<file path="config.mk">
export PLATFORM = sky130hd
export DESIGN_NAME = instruction_fetch
export DESIGN_NICKNAME = d
export VERILOG_FILES = /design/src/rtl/riscv_pkg.sv /design/src/rtl/if_id_hold.sv /design/src/rtl/instruction_fetch.sv
export SDC_FILE = /design/constraint.sdc
export NUM_CORES = 1
export LEC_CHECK = 0
export CORE_AREA = 2 2 115 117
export CTS_CLUSTER_DIAMETER = 120
export DETAILED_ROUTE_END_ITERATION = 7
export DIE_AREA = 0 0 117 119
export PLACE_DENSITY = 0.8
export SLEW_MARGIN = 10
export SYNTH_ARGS = -nofsm -noshare
export SYNTH_HDL_FRONTEND = slang
export SYNTH_SLANG_ARGS = --single-unit
</file>
<file path="constraint.sdc">
create_clock -name clk -period 2.8 [get_ports clk]
set_input_delay 0.42 -clock clk [delete_from_list [all_inputs] [get_ports clk]]
set_output_delay 0.42 -clock clk [all_outputs]
set_load 0.02 [all_outputs]
</file>
<file path="src/rtl/riscv_pkg.sv">
// Shared RV32I constants for the core: instruction encodings, opcodes and ALU selects.
package riscv_pkg;

  localparam int          XLEN             = 32;
  localparam logic [31:0] NOP_INSTR        = 32'h0000_0013;  // addi x0, x0, 0
  localparam logic [31:0] DEFAULT_RESET_PC = 32'h0000_0000;

  typedef enum logic [6:0] {
    OPC_LUI    = 7'b0110111,
    OPC_AUIPC  = 7'b0010111,
    OPC_JAL    = 7'b1101111,
    OPC_JALR   = 7'b1100111,
    OPC_BRANCH = 7'b1100011,
    OPC_LOAD   = 7'b0000011,
    OPC_STORE  = 7'b0100011,
    OPC_OP_IMM = 7'b0010011,
    OPC_OP     = 7'b0110011
  } opcode_e;

  typedef enum logic [3:0] {
    ALU_ADD, ALU_SUB, ALU_SLL, ALU_SLT, ALU_SLTU,
    ALU_XOR, ALU_SRL, ALU_SRA, ALU_OR,  ALU_AND
  } alu_op_e;

  function automatic logic [XLEN-1:0] word_align(input logic [XLEN-1:0] addr);
    return {addr[XLEN-1:2], 2'b00};
  endfunction

endpackage

</file>
<file path="src/rtl/if_id_hold.sv">
// IF/ID stall capture: keeps the instruction word the ROM showed before a stall
// began, since the ROM moves on to pc_f while decode is frozen.
module if_id_hold
  import riscv_pkg::*;
(
  input  logic            clk,
  input  logic            reset,
  input  logic            capture,
  input  logic            clear,
  input  logic [XLEN-1:0] din,
  output logic [XLEN-1:0] dout,
  output logic            hold_valid
);

  logic [XLEN-1:0] hold_d, hold_q;
  logic            hold_valid_d, hold_valid_q;

  always_comb begin
    hold_d       = hold_q;
    hold_valid_d = hold_valid_q;
    if (clear) begin
      hold_valid_d = 1'b0;
    end else if (capture) begin
      hold_d       = din;
      hold_valid_d = 1'b1;
    end
  end

  always_ff @(posedge clk) begin
    if (reset) begin
      hold_q       <= NOP_INSTR;
      hold_valid_q <= 1'b0;
    end else begin
      hold_q       <= hold_d;
      hold_valid_q <= hold_valid_d;
    end
  end

  assign dout       = hold_q;
  assign hold_valid = hold_valid_q;

endmodule

</file>
<file path="src/rtl/instruction_fetch.sv">
// IF stage plus IF/ID register: PC sequencing, redirect flush and stall hold
// in front of a 1-cycle synchronous instruction ROM.
module instruction_fetch
  import riscv_pkg::*;
#(
  parameter logic [31:0] RESET_PC = DEFAULT_RESET_PC,
  parameter int          IMEM_AW  = 10
) (
  input  logic               clk,
  input  logic               reset,
  input  logic               stall,
  input  logic               redirect,
  input  logic [31:0]        redirect_pc,
  output logic [IMEM_AW-1:0] imem_addr,
  input  logic [31:0]        imem_rdata,
  output logic [31:0]        pc_id,
  output logic [31:0]        pc_plus4_id,
  output logic [31:0]        instr_id,
  output logic               valid_id,
  output logic               misalign_err
);

  logic [31:0] pc_f_d, pc_f_q;
  logic [31:0] pc_id_d, pc_id_q;
  logic [31:0] pc_plus4_id_d, pc_plus4_id_q;
  logic        valid_id_d, valid_id_q;
  logic        misalign_err_d, misalign_err_q;
  logic        hold_capture, hold_clear, hold_valid;
  logic [31:0] hold_word;
  logic        unused_redirect_lsb;

  // Bit 0 of a JALR target is architecturally discarded.
  assign unused_redirect_lsb = redirect_pc[0];

  always_comb begin
    pc_f_d         = pc_f_q;
    pc_id_d        = pc_id_q;
    pc_plus4_id_d  = pc_plus4_id_q;
    valid_id_d     = valid_id_q;
    misalign_err_d = misalign_err_q;
    if (redirect) begin
      pc_f_d     = word_align(redirect_pc);
      valid_id_d = 1'b0;
      if (redirect_pc[1]) misalign_err_d = 1'b1;
    end else if (!stall) begin
      pc_f_d        = pc_f_q + 32'd4;
      pc_id_d       = pc_f_q;
      pc_plus4_id_d = pc_f_q + 32'd4;
      valid_id_d    = 1'b1;
    end
  end

  always_ff @(posedge clk) begin
    if (reset) begin
      pc_f_q         <= RESET_PC;
      pc_id_q        <= 32'h0000_0000;
      pc_plus4_id_q  <= 32'h0000_0004;
      valid_id_q     <= 1'b0;
      misalign_err_q <= 1'b0;
    end else begin
      pc_f_q         <= pc_f_d;
      pc_id_q        <= pc_id_d;
      pc_plus4_id_q  <= pc_plus4_id_d;
      valid_id_q     <= valid_id_d;
      misalign_err_q <= misalign_err_d;
    end
  end

  // Only the first stalled cycle captures; the ROM already shows pc_f after that.
  assign hold_capture = stall && !redirect && !hold_valid;
  assign hold_clear   = !stall || redirect;

  if_id_hold u_hold (
    .clk        (clk),
    .reset      (reset),
    .capture    (hold_capture),
    .clear      (hold_clear),
    .din        (imem_rdata),
    .dout       (hold_word),
    .hold_valid (hold_valid)
  );

  assign imem_addr    = pc_f_q[IMEM_AW+1:2];
  assign pc_id        = pc_id_q;
  assign pc_plus4_id  = pc_plus4_id_q;
  assign valid_id     = valid_id_q;
  assign misalign_err = misalign_err_q;
  assign instr_id     = !valid_id_q ? NOP_INSTR : (hold_valid ? hold_word : imem_rdata);

endmodule

</file>
### Word level (Yosys, flattened, before mapping)

Index checks and enable logic that the tools add are counted.

| operators by class | value |
|---|---|
| add/sub/neg operators | 1 |
| equal/unequal tests | 1 |
| mux-type cells | 4 |
| bitwise gates (word level) | 3 |
| reduce and logical (&&, ||, !) cells | 11 |

Operators by type and width:

| cell | number |
|---|---|
| 32-bit two-way mux | 4 |
| 32-bit by 3-bit adder with 32-bit output (second input constant) | 1 |
| 2-bit AND reduction | 3 |
| 2-bit OR reduction | 2 |
| 1-bit logical NOT | 3 |
| 1-bit inverter | 3 |
| 1-bit logical AND | 2 |
| 2-bit by 1-bit != test with 1-bit output (second input constant) | 1 |
| 1-bit logical OR | 1 |

| storage, ports and cells | value |
|---|---|
| flip-flop bits (word level) | 131 |
| output and inout bits | 108 |
| logic and storage cells | 28 |

### Depth between registers and ports, before layout

| logic depth | value |
|---|---|
| depth after elaboration | 4 |
| depth in mapped cells | 7 |
| depth with buffers taken out | 5 |

### Modules after synthesis

From an unflattened synthesis, not the netlist that was laid out.

| unflattened totals | value |
|---|---|
| cells, all modules | 787 |
| area, all modules | 6467.5 um^2 |

By module, submodules not included:

| module | times used | cells an instance | area each (um^2) |
|---|---|---|---|
| instruction_fetch | 1 | 638 | 4986.0 |
| if_id_hold | 1 | 149 | 1481.4 |

### Least setup slack after synthesis

Ideal clock, no wire load.

| timing | value |
|---|---|
| path type | register to register |
| from | reg pc_f_q[2] |
| to | reg pc_f_q[20] |
| library setup time | 91 ps |
| arrival time | 2145 ps |
| required time | 2709 ps |
| slack | 564 ps |
| stages on the path, launching flop included | 7 |
| path buffers | 1 |
| clock period less this slack | 2236 ps |
| path through | dfxtp_1 -> ha_1 -> nand3_2 -> or4_1 -> buf_2 -> or4_1 -> a311oi_1 |

| on the way | value |
|---|---|
| cells in the longest elaborated chain, start to end | 3 |

Ends and longest elaborated chain:

| item | RTL line | text |
|---|---|---|
| start, declared | instruction_fetch.sv:23 | `logic [31:0] pc_f_d, pc_f_q;` |
| start signal, assigned | instruction_fetch.sv:61 | `pc_f_q <= pc_f_d;` |
| 32-bit by 3-bit adder with 32-bit output | instruction_fetch.sv:46 | `pc_f_d = pc_f_q + 32'd4;` |
| 32-bit two-way mux | instruction_fetch.sv:45 | `end else if (!stall) begin` |
| 32-bit two-way mux | instruction_fetch.sv:41 | `if (redirect) begin` |

No other way between the ends. The select of a mux whose other input is x is not followed.
A chain may end at the register's enable or synchronous reset.

### Worst setup path in the final report

| timing | value |
|---|---|
| from | reg u_hold.hold_valid_q, in the netlist u_hold.hold_valid |
| to | out instr_id[21] |

| on the way | value |
|---|---|
| cells in the longest elaborated chain, start to end | 2 |

Ends and longest elaborated chain:

| item | RTL line | text |
|---|---|---|
| start, declared | if_id_hold.sv:16 | `logic hold_valid_d, hold_valid_q;` |
| start signal, assigned | if_id_hold.sv:35 | `hold_valid_q <= hold_valid_d;` |
| 32-bit two-way mux (2 in series) | instruction_fetch.sv:88 | `assign instr_id = !valid_id_q ? NOP_INSTR : (hold_valid ? hold_word : imem_rdata);` |
| end, declared | instruction_fetch.sv:18 | `output logic [31:0] instr_id,` |

No other way between the ends.

==> impl_metrics.toml <==
[global_routing]
grt.overflow.total = 0
grt_pass1_wl_mm = 27.72
grt_max_degree = 40
grt_pass1_vias = 5544
grt_busiest_layer = "met2"
antenna_found_initial = 0
grtUsageMet1_pct = 32.63
grtUsageMet2_pct = 38.69
met3_usage_pct = 7.837
grtUsageTotal_pct = 25.25

[timing]
worst_pin_slew_ps = 629.9
hold_viol = 0
hold_ws_ps = 376.3
finalCritPeriodShare_pct = 90.70
final-max-slew-violation-count = 0
finalClockSkew_ps = 5.466
min_period_ps = 2539
setup_viol = 0
rsz0062_at_grt = "false"
relSlewSlack_pct = 57.62
setup_tns_ps = 0
clock.fmax_mhz = 393.8

[clock_network]
clk_latency_ps = 420
clk_path_buf_depth = 2
ctsHtreeMaxLevel = 4
clockRootBuffer = "clkbuf_16"
clkSlewWorstSetupHoldPaths_ps = 50
numCtsBuffers = 17
post_cts_resized = 0
tritoncts = "done"
numClockSinks = 125
postCtsSetupBuffers = 0
cts_hold_buf = 0

[logic_synthesis]
synth_edf_count = 0
ys_top_cells_by_count = "nand2_1, dfxtp_1, a21oi_1, nor2_1, clkbuf_1"
ys.flop_type = "dfxtp_1"
syn_area_sq_um = 6012
avgSynthCellArea_sq_um = 7.808
ys_ff_latch = 125
synth_cells = 770
yosysWarnings = 0
seq_area_frac_synth_pct = 41.62
ys_async_sr_fraction_pct = 0
netlist.area_leader.share_pct = 41.62
ys_top_cells_by_area = "dfxtp_1, nand2_1, a21oi_1"
post-synth-top-count-cell = "nand2_1"
synth_top_area_cell = "dfxtp_1"
ys_types = 44

[layout]
area_growth_pct = 38.02
diodes = 0
final_layout_size_suffix_gt1_share_pct = 6.885
fin_nets = 973

[critical_path]
cp_max_fo = 23
required_ps = 2380
path_cells = "buf_12, mux2i_1, nor2_1, clkdlybuf4s50_1"
cp_slowest_stage_delay_ps = 660
worstSetupPathType = "register to primary output"
cp.arrival_ps = 2120
endpoint_kind = "primary output"
cp_slowest_cell = "clkdlybuf4s50_1"
r2r_cells = 5
ff2ff_setup_slack_ps = 270
cp-start-kind = "register"

[die]
die_h_um = 119
fp-row-count = 42
die_x_um = 117
core_area_sq_um = 12870
initial_utilization_pct = 46.70
ios = 176
dieArea_sq_um = 13920

[power_and_ir_drop]
p_per_area_nw_per_um2 = 547.0
leakagePower_nw = 2.790
vdd_drop_max_v = 0.0003352

[detailed_routing]
drc = 0
drt_iter0_drc = 504
drt-vias-per-instance = 5.497
wl_per_cell_um = 16.04
ant_nets = 0
drt-total-wl_mm = 17.50
dr_total_vias = 5997
first_pass_iters = 5

[placement]
gp_congestion = 0.8599
io_buffers = 170
dp_hpwl_mm = 12.08

[min_path]
min_path_type = "input pin to register"
holdPathStages = 2

[status]
outcome = "finished, final reports clean"

[run]
drv_cap = 0
layer usage:
metal | vias to the layer above | part of all wire (%) | wire (um)
met5 | - | 0 | 0
met4 | 0 | 2.5 | 433
met3 | 34 | 7.9 | 1379
met2 | 237 | 48 | 8321
met1 | 2764 | 42 | 7366
li1 | 2962 | - | -
cell usage in the layout, fill, tap and decap left out, types with 14 or more instances in the layout:
master	n
or4_1	15
clkbuf_16	17
clkdlybuf4s50_1	169
xnor2_1	15
buf_4	31
dfxtp_1	124
nand2_1	149
or3_1	16
mux2i_1	33
o21ai_0	38
nor2_1	69
a21oi_1	71
a211oi_1	16
nand4_1	14
nor4_1	14
report_power, final:
group | internal [W] | switching [W]
registers | 0.00188 | 0.0000889
clock network | 0.00116 | 0.000726
logic | 0.000327 | 0.000357
total | 0.00337 | 0.00117
stage by stage:
step	total power, W	std cells	setup slack [ps]	util, %	area (sq um)
floorplan	0.002365	773	563.9	-	6023
global placement	0.002668	1061	279.9	60.59	7801
detailed placement	0.002679	1061	255.2	60.59	7801
CTS	0.004557	1091	251.8	64.45	8298
global route	0.004719	1091	179.8	64.45	8298
finish	0.004539	1091	260.5	64.45	8298
area by class of cell:
class                           instances  area [sq um]
Clock buffer                           28         486.7
Clock inverter                          2         10.01
Fill cell                            1093          4577
Inverter                                7         26.28
Multi-Input combinational cell        551          3087
Sequential cell                       125          2504
Tap cell                              176         220.2
Timing Repair Buffer                  202          1964
cells by family (layout without fill, tap and decap cells):
kind of cell,after synthesis,after routing,share of synthesized area (%)
multiplexers,33,33,5.494
AO/OA/AOI/OAI,176,176,17.86
XOR/XNOR,21,21,3.059
buffers and inverters,97,239,7.430
flip-flops,125,125,41.62
other,1,4,0.06238
AND/OR/NAND/NOR,316,316,24.27
adder cells (fa/ha/maj),1,1,0.2081
path summary, 6_finish.rpt:
path	from	end
max reg2reg	pc_f_q[3]	pc_f_q[20]
max	u_hold.hold_valid	instr_id[21]
min	reset	u_hold.dout[15]
min reg2reg	pc_id[26]	pc_id[26]
flip-flops by register name, indices dropped and copies added, names as in the netlist:
| register | flops |
|---|---|
| misalign_err | 1 |
| pc_f_q | 30 |
| pc_id | 30 |
| pc_plus4_id | 30 |
| u_hold.dout | 32 |
| u_hold.hold_valid | 1 |
| valid_id | 1 |
worst max-delay path, delay by kind of cell, from the launching register on:
family	cells	cell delay [ps]
multiplexers	1	100
flip-flops	1	580
buffers and inverters	2	920
AND/OR/NAND/NOR	1	110
No activity file was read; power rests on OpenSTA's default activity.
